===== src/rtl/cuthrough_output_arbiter.sv =====
// Cut-through output-port arbiter: round-robin packet lock across input channels,
// zero-latency beat forwarding from the locked channel, saturating PMU counters.
module cuthrough_output_arbiter #(
    parameter int DATA_WIDTH     = 40,
    parameter int ID_WIDTH       = 4,
    parameter int CHANNEL_NUMBER = 5,
    parameter int CNT_WIDTH      = 16
) (
    input  logic                               clk,
    input  logic                               rst,
    input  logic [CHANNEL_NUMBER-1:0]          req,
    input  logic [CHANNEL_NUMBER-1:0]          in_tvalid,
    input  logic [CHANNEL_NUMBER-1:0]          in_tlast,
    input  logic [CHANNEL_NUMBER*DATA_WIDTH-1:0] in_tdata,
    input  logic [CHANNEL_NUMBER*ID_WIDTH-1:0] in_tid,
    output logic [CHANNEL_NUMBER-1:0]          in_tready,
    output logic                               out_tvalid,
    output logic                               out_tlast,
    output logic [DATA_WIDTH-1:0]              out_tdata,
    output logic [ID_WIDTH-1:0]                out_tid,
    input  logic                               out_tready,
    output logic [CHANNEL_NUMBER-1:0]          grant,
    output logic [CNT_WIDTH-1:0]               pkt_count,
    output logic [CNT_WIDTH-1:0]               beat_count
);

    localparam int PTR_W = (CHANNEL_NUMBER > 1) ? $clog2(CHANNEL_NUMBER) : 1;

    localparam logic [0:0] S_IDLE   = 1'b0;
    localparam logic [0:0] S_LOCKED = 1'b1;

    logic [0:0]                state_q, state_d;
    logic [CHANNEL_NUMBER-1:0] grant_q, grant_d;
    logic [PTR_W-1:0]          gidx_q, gidx_d;
    logic [PTR_W-1:0]          rr_ptr_q, rr_ptr_d;
    logic [CNT_WIDTH-1:0]      pkt_q, pkt_d;
    logic [CNT_WIDTH-1:0]      beat_q, beat_d;

    logic [DATA_WIDTH-1:0] data_arr [CHANNEL_NUMBER];
    logic [ID_WIDTH-1:0]   id_arr   [CHANNEL_NUMBER];

    genvar gi;
    generate
        for (gi = 0; gi < CHANNEL_NUMBER; gi++) begin : g_chan
            assign data_arr[gi]  = in_tdata[gi*DATA_WIDTH +: DATA_WIDTH];
            assign id_arr[gi]    = in_tid[gi*ID_WIDTH +: ID_WIDTH];
            // grant_q is zero in IDLE, so no channel ever sees ready there
            assign in_tready[gi] = grant_q[gi] & out_tready;
        end
    endgenerate

    logic locked;
    assign locked     = (state_q == S_LOCKED);
    assign out_tvalid = locked & in_tvalid[gidx_q];
    assign out_tlast  = locked & in_tlast[gidx_q];
    assign out_tdata  = locked ? data_arr[gidx_q] : '0;
    assign out_tid    = locked ? id_arr[gidx_q] : '0;

    // Round-robin: rotate candidates so rr_ptr sits at bit 0, take the lowest set bit
    logic [CHANNEL_NUMBER-1:0]   cand;
    logic [2*CHANNEL_NUMBER-1:0] cand_sh;
    logic [CHANNEL_NUMBER-1:0]   rot;
    logic [PTR_W-1:0]            off;
    logic [PTR_W:0]              sum;
    logic [PTR_W-1:0]            win_idx;

    assign cand    = req & in_tvalid;
    assign cand_sh = {cand, cand} >> rr_ptr_q;
    assign rot     = cand_sh[CHANNEL_NUMBER-1:0];

    always_comb begin
        off = '0;
        for (int k = CHANNEL_NUMBER - 1; k >= 0; k--) begin
            if (rot[k]) off = PTR_W'(k);
        end
        sum = {1'b0, rr_ptr_q} + {1'b0, off};
        if (sum >= (PTR_W+1)'(CHANNEL_NUMBER)) sum = sum - (PTR_W+1)'(CHANNEL_NUMBER);
        win_idx = sum[PTR_W-1:0];
    end

    logic fire;
    assign fire = out_tvalid & out_tready;

    always_comb begin
        state_d  = state_q;
        grant_d  = grant_q;
        gidx_d   = gidx_q;
        rr_ptr_d = rr_ptr_q;
        pkt_d    = pkt_q;
        beat_d   = beat_q;
        case (state_q)
            S_IDLE: begin
                if (|cand) begin
                    state_d = S_LOCKED;
                    grant_d = CHANNEL_NUMBER'(1) << win_idx;
                    gidx_d  = win_idx;
                end
            end
            default: begin
                if (fire && out_tlast) begin
                    state_d  = S_IDLE;
                    grant_d  = '0;
                    rr_ptr_d = (gidx_q == PTR_W'(CHANNEL_NUMBER - 1)) ? '0 : gidx_q + PTR_W'(1);
                end
            end
        endcase
        if (fire && (beat_q != '1)) beat_d = beat_q + CNT_WIDTH'(1);
        if (fire && out_tlast && (pkt_q != '1)) pkt_d = pkt_q + CNT_WIDTH'(1);
    end

    always_ff @(posedge clk) begin
        if (rst) begin
            state_q  <= S_IDLE;
            grant_q  <= '0;
            gidx_q   <= '0;
            rr_ptr_q <= '0;
            pkt_q    <= '0;
            beat_q   <= '0;
        end else begin
            state_q  <= state_d;
            grant_q  <= grant_d;
            gidx_q   <= gidx_d;
            rr_ptr_q <= rr_ptr_d;
            pkt_q    <= pkt_d;
            beat_q   <= beat_d;
        end
    end

    assign grant      = grant_q;
    assign pkt_count  = pkt_q;
    assign beat_count = beat_q;

endmodule


===== config.mk =====
export PLATFORM = sky130hd
export DESIGN_NAME = cuthrough_output_arbiter
export DESIGN_NICKNAME = d
export VERILOG_FILES = /design/src/rtl/cuthrough_output_arbiter.sv
export SDC_FILE = /design/constraint.sdc
export NUM_CORES = 1
export LEC_CHECK = 0
export ABC_AREA = 1
export ABC_CLOCK_PERIOD_IN_PS = 3200
export CAP_MARGIN = 30
export CORE_AREA = 2 2 128 130
export CTS_CLUSTER_DIAMETER = 80
export DETAILED_ROUTE_END_ITERATION = 6
export DIE_AREA = 0 0 130 132
export DONT_BUFFER_PORTS = 1
export PLACE_DENSITY = 0.55
export SLEW_MARGIN = 20
export SYNTH_ARGS = -nofsm -noshare
export SYNTH_HDL_FRONTEND = slang
export SYNTH_SLANG_ARGS = --single-unit

===== constraint.sdc =====
create_clock -name clk -period 3.2 [get_ports clk]
set_clock_uncertainty 0.2 [all_clocks]
set_input_delay 0.64 -clock clk [delete_from_list [all_inputs] [get_ports clk]]
set_output_delay 0.64 -clock clk [all_outputs]
set_load 0.05 [all_outputs]

-- Yosys cells after proc, flatten, opt, wreduce, memory -nomap -nowiden
Index checks and enable logic that the tools add are counted.
- output and inout port bits: 88
- register bits: 44
- input port bits: 238
- word-level logic and storage cells: 64
- muxes and demuxes: 25
- bitwise operators: 11
- shift operators: 2
- magnitude comparators: 3
- $add $sub $neg: 5
- reductions and logical operators: 8
- equality and inequality tests: 4
- operator list (kind ; number):
    $bmux W40 S3 ; 1
    $mux W40 ; 3
    $add A16 B1 Y16 const B ; 2
    $ne A16 B16 Y1 const B ; 2
    $mux W3 ; 7
    $mux W5 ; 3
    $bmux W4 S3 ; 1
    $mux W4 ; 3
    $shr A10 B3 Y5 ; 1
    $and A1 B1 Y1 ; 8
    $bmux W1 S3 ; 2
    $reduce_and A2 Y1 ; 3
    $and A5 B5 Y5 ; 1
    $mux W1 ; 5
    $reduce_or A5 Y1 ; 1
    $shl A1 B3 Y5 const A ; 1
    $add A3 B3 Y4 ; 1
    $ge A4 B3 Y1 const B ; 1
    $ge A4 B4 Y1 const B ; 1
    $lt A3 B4 Y1 const B ; 1
    $not A3 Y4 ; 1
    $add A3 B1 Y3 const B ; 1
    $eq A3 B3 Y1 const B ; 1
    $logic_and A1 B1 Y1 ; 3
    other kinds (4) ; 4

-- Depth between registers and ports, before layout
- depth after elaboration: 13
- depth in mapped cells: 25

-- Worst setup path after synthesis
Ideal clock, no wire load.
- path kind: input to register
- start: input req[3]
- end: register grant_q[0] (netlist: grant[0])
- data required time: 2.930 ns
- arrival time: 3.095 ns
- cell stages on the path: 22
- slack: -0.166 ns
- library setup time: 0.070 ns
- path through: nand2_1 o21ai_0 nand2_1 o21ai_0 inv_1 nand2_1 nand2_1 nand2_1 a21boi_0 ha_1 fa_1 inv_1 ha_1 nand2_1 nand3_1 nand2_1 nand2_1 nand2_1 nand3_1 nor2_1 nand2_1 a21oi_1
- word-level cells in the longest chain between the ends: 13
- elaborated cells on any way between the ends: 17
- classes of those cells: add/sub (2); order compare (1); shift (2); mux (8); bitwise (1); reduce/logical (3)
- RTL lines (element ; RTL line ; source):
    from (decl) ; 11 ; input logic [CHANNEL_NUMBER-1:0] req,
    $and A5 B5 Y5 * ; 67 ; assign cand = req & in_tvalid;
    $shr A10 B3 Y5 ; 68 ; assign cand_sh = {cand, cand} >> rr_ptr_q;
    $mux W3 (5 in a row) ; 74 ; if (rot[k]) off = PTR_W'(k);
    $add A3 B3 Y4 ; 76 ; sum = {1'b0, rr_ptr_q} + {1'b0, off};
    $ge A4 B3 Y1 or $sub A3 B3 Y3 (tied branches) ; 77 ; if (sum >= (PTR_W+1)'(CHANNEL_NUMBER)) sum = sum - (PTR_W+1)'(CHANNEL_NUMBER);
    $mux W3 ; 77 ;
    $shl A1 B3 Y5 ; 95 ; grant_d = CHANNEL_NUMBER'(1) << win_idx;
    $mux W5 ; 93 ; if (|cand) begin
    $mux W5 ; 91 ; case (state_q)
    to (signal assigned) ; 121 ; grant_q <= grant_d;
    to (decl) ; 33 ; logic [CHANNEL_NUMBER-1:0] grant_q, grant_d;
Every way passes the cells marked *; elsewhere a longest branch is shown, timed or not. The select of a mux whose other input is x is not followed.
A chain may end at the register's enable or synchronous reset.

-- Worst setup path in the final report
- start: register rr_ptr_q[0]
- end: register grant_q[0] (netlist: grant[0])
- word-level cells in the longest chain between the ends: 12
- elaborated cells on any way between the ends: 13
- classes of those cells: add/sub (2); order compare (1); shift (2); mux (8)
- RTL lines (element ; RTL line ; source):
    from (decl) ; 35 ; logic [PTR_W-1:0] rr_ptr_q, rr_ptr_d;
    from (signal assigned) ; 123 ; rr_ptr_q <= rr_ptr_d;
    $shr A10 B3 Y5 ; 68 ;
    $mux W3 (5 in a row) ; 74 ;
    $add A3 B3 Y4 * ; 76 ;
    $ge A4 B3 Y1 or $sub A3 B3 Y3 (tied branches) ; 77 ;
    $mux W3 * ; 77 ;
    $shl A1 B3 Y5 * ; 95 ;
    $mux W5 * ; 93 ;
    $mux W5 * ; 91 ;
Marks and branches as above.

==> results.cfg <==
[synth]
ys_seq_area_frac = 0.176
async_reset_ff_frac = 0
ys_seq_elements = 44
synth_top_cell_area_share = 0.176
synthCells = 924
yosysWarningCount = 0
synth_fp_nets = 1172
synth_cell_type_count = 32
ys_top_cells_by_area = dfxtp_1 18%, o21ai_0 14%, nand2_1 14%, nor2_1 10%, a21oi_1 8.4%
synthFlopType = dfxtp_1
yosys.area.top_type = dfxtp_1
netlist_area_um2 = 5000
syn_avg_cell_area_um2 = 5.42
synth-edff-count = 0

[timing]
fmax_mhz = 312
whs_ns = 0.206
fin_crit_sh = 1.00
period_needed_ns = 3.21
slew-limit-headroom = 0.379
fin_setup_tns_ns = -0.0156
finalMaxSlewViolations = 0
tightest_slew_ns = 0.931
setup_viol = 3
rsz0062_at_grt = yes
layout_setup_ws_ns = -0.00975
finalHoldViolations = 0

[hold_path]
hold_class = primary input to register
min_from = rst

[worst_setup_path]
critPathRequiredTime_ns = 3.23
arrival_ns = 3.23
reg2reg_from = rr_ptr_q[0]
worstSetupStartpoint = rr_ptr_q[0]
crit_fanout = 5
critPathKind = register to register
endpoint_kind = register
worst_setup_path_start_kind = register

[floorplan]
core_um2 = 15700
start_util = 0.319
die_w_um = 130
design.die.area_um2 = 17200
die_h_um = 132
row_count = 46
io_pins = 326

[cells_and_area]
final_area_um2 = 6130
final_common_cell = nand2_1
drive_gt1_frac = 0.157
finalNetCount = 1210
layout_common_cells = 174 x nand2_1, 133 x o21ai_0, 132 x nor2_1
area_growth_pct = 22.5

[clock_network]
hold_buffers = 0
clk_pin_slew_ns = 0.07
h-tree-depth = 2
clock-sinks = 44
clk_path_buf_depth = 2
cts-buffers-inserted = 5
clock_latency_ns = 0.29
root_buffer = clkbuf_16
cts_tree = built

[drt]
firstDrtPassIters = 5
avgRoutedWirePerCell_um = 18.0
via_per_inst = 5.30
via_count = 6251
wl_um = 21300
drc = 0
ant_nets = 0
first_iter_violations = 479

[power_and_ir_drop]
p_int_uw = 1420
clockPowerShare = 0.213
p_switching_uw = 1420
sequentialPowerShare = 0.225
powerDensity_nw_per_um2 = 462
p_leak_uw = 0.00277
ir_drop_uv = 270
swShare = 0.500
power_frac_comb = 0.562

[outcome]
status = finished, violations left
violations = negative setup slack

[global_routing]
grt_pass1_vias = 5439
grtUsageTotal = 0.224
grt_max_degree = 82
grt-ovfl-total = 0
antenna_found_initial = 1
grt_pass1_wl_um = 29900

[placed_design]
port_buffers = 0
dpl_cell_area_um2 = 5760
globalplace.congestion = 0.883
dp_slack_ns = -0.319
hpwl_um = 16400

[job]
maxCapViolCount = 0
## synthesized netlist by cell type (all sizes together) (2+ instances only)
cell type  count
buf            8
o21ai        161
nor2         137
nor3           9
clkbuf        51
inv          101
xnor2          8
xor2          11
nand4          4
ha             9
a21oi         85
dfxtp         44
nor3b          2
o22ai         44
nand2        190
nand3         55
## power groups by stage
stage	Sequential (uW)	Clock [uW]	Combinational, uW
6_report	638	604	1590
5_1_grt	646	631	1730
4_1_cts	640	615	1500
3_5_place_dp	653	0	1500
3_3_place_gp	652	0	1490
2_1_floorplan	631	0	1080
## flip-flops by register name, summed over array words and instances, names as in the netlist
name,cells
grant,5
pkt_count,16
gidx_q,3
locked,1
rr_ptr_q,3
beat_count,16
## stage by stage
step	util	instances	power, uW
CTS	0.378	1176	2760
finish	0.390	1180	2840
floorplan	-	924	1710
detailed placement	0.367	1168	2150
global route	0.390	1180	3000
global placement	0.367	1168	2140
## metal layers
metal | GRT usage | share of wire | vias up
met2 | 0.338 | 0.43 | 333
met3 | 0.110 | 0.13 | 15
met1 | 0.294 | 0.43 | 2779
met4 | 0.0341 | 0.011 | 0
li1 | - | - | 3124
met5 | 0 | 0 | -
## area by class of cell
| cell class | count | area (um^2) |
|---|---|---|
| fillers | 1725 | 9580 |
| repair buffers | 90 | 762 |
| inverters | 101 | 382 |
| clock buffers | 5 | 125 |
| multi-input cells | 720 | 3650 |
| well taps | 216 | 270 |
| clock inverters | 3 | 46.3 |
| flip-flops and latches | 44 | 893 |
| diodes | 1 | 2.50 |
## what timing repair did
item                       in CTS  in global routing
pin swaps                       2                 25
cloned                          0                  0
setup buffers                   0                  3
setup endpoints to repair       5                  8
gates resized for setup         6                 45
## critical path: stages (launching register included)
cell and delay (ns):
dfxtp_4 0.36, buf_6 0.13, o21ai_4 0.14, nand2_1 0.06, o21ai_1 0.07, inv_1 0.08
nand2_1 0.08, nand2_1 0.05, nand2_1 0.08, a21boi_2 0.06, ha_2 0.19, fa_1 0.56
inv_2 0.08, ha_4 0.16, inv_2 0.06, nand2_4 0.05, nand3_4 0.09, nand3_1 0.15
nand2_4 0.11, nand3_2 0.07, nor2_1 0.10, nand2_1 0.07, a21oi_2 0.13
## path summary, 6_finish.rpt
path	endpoint	slack (ns)	cells past startpoint
worst min register to register	locked	0.32	2
worst max register to register	grant[0]	-0.01	22
worst min-delay path	beat_count[15]	0.21	1
worst max-delay path	grant[0]	-0.01	22
## cells by family (layout without fill, tap and decap cells)
family | count (synthesis) | in the layout | share of synthesized area
simple gates | 399 | 399 | 0.329
compound gates | 292 | 292 | 0.305
buf+inv | 160 | 199 | 0.130
flops | 44 | 44 | 0.176
xor+xnor | 19 | 19 | 0.0333
fa+ha+maj | 10 | 10 | 0.0265
other cells | 0 | 1 | 0
Note: power is estimated with default switching activity, not from simulation.
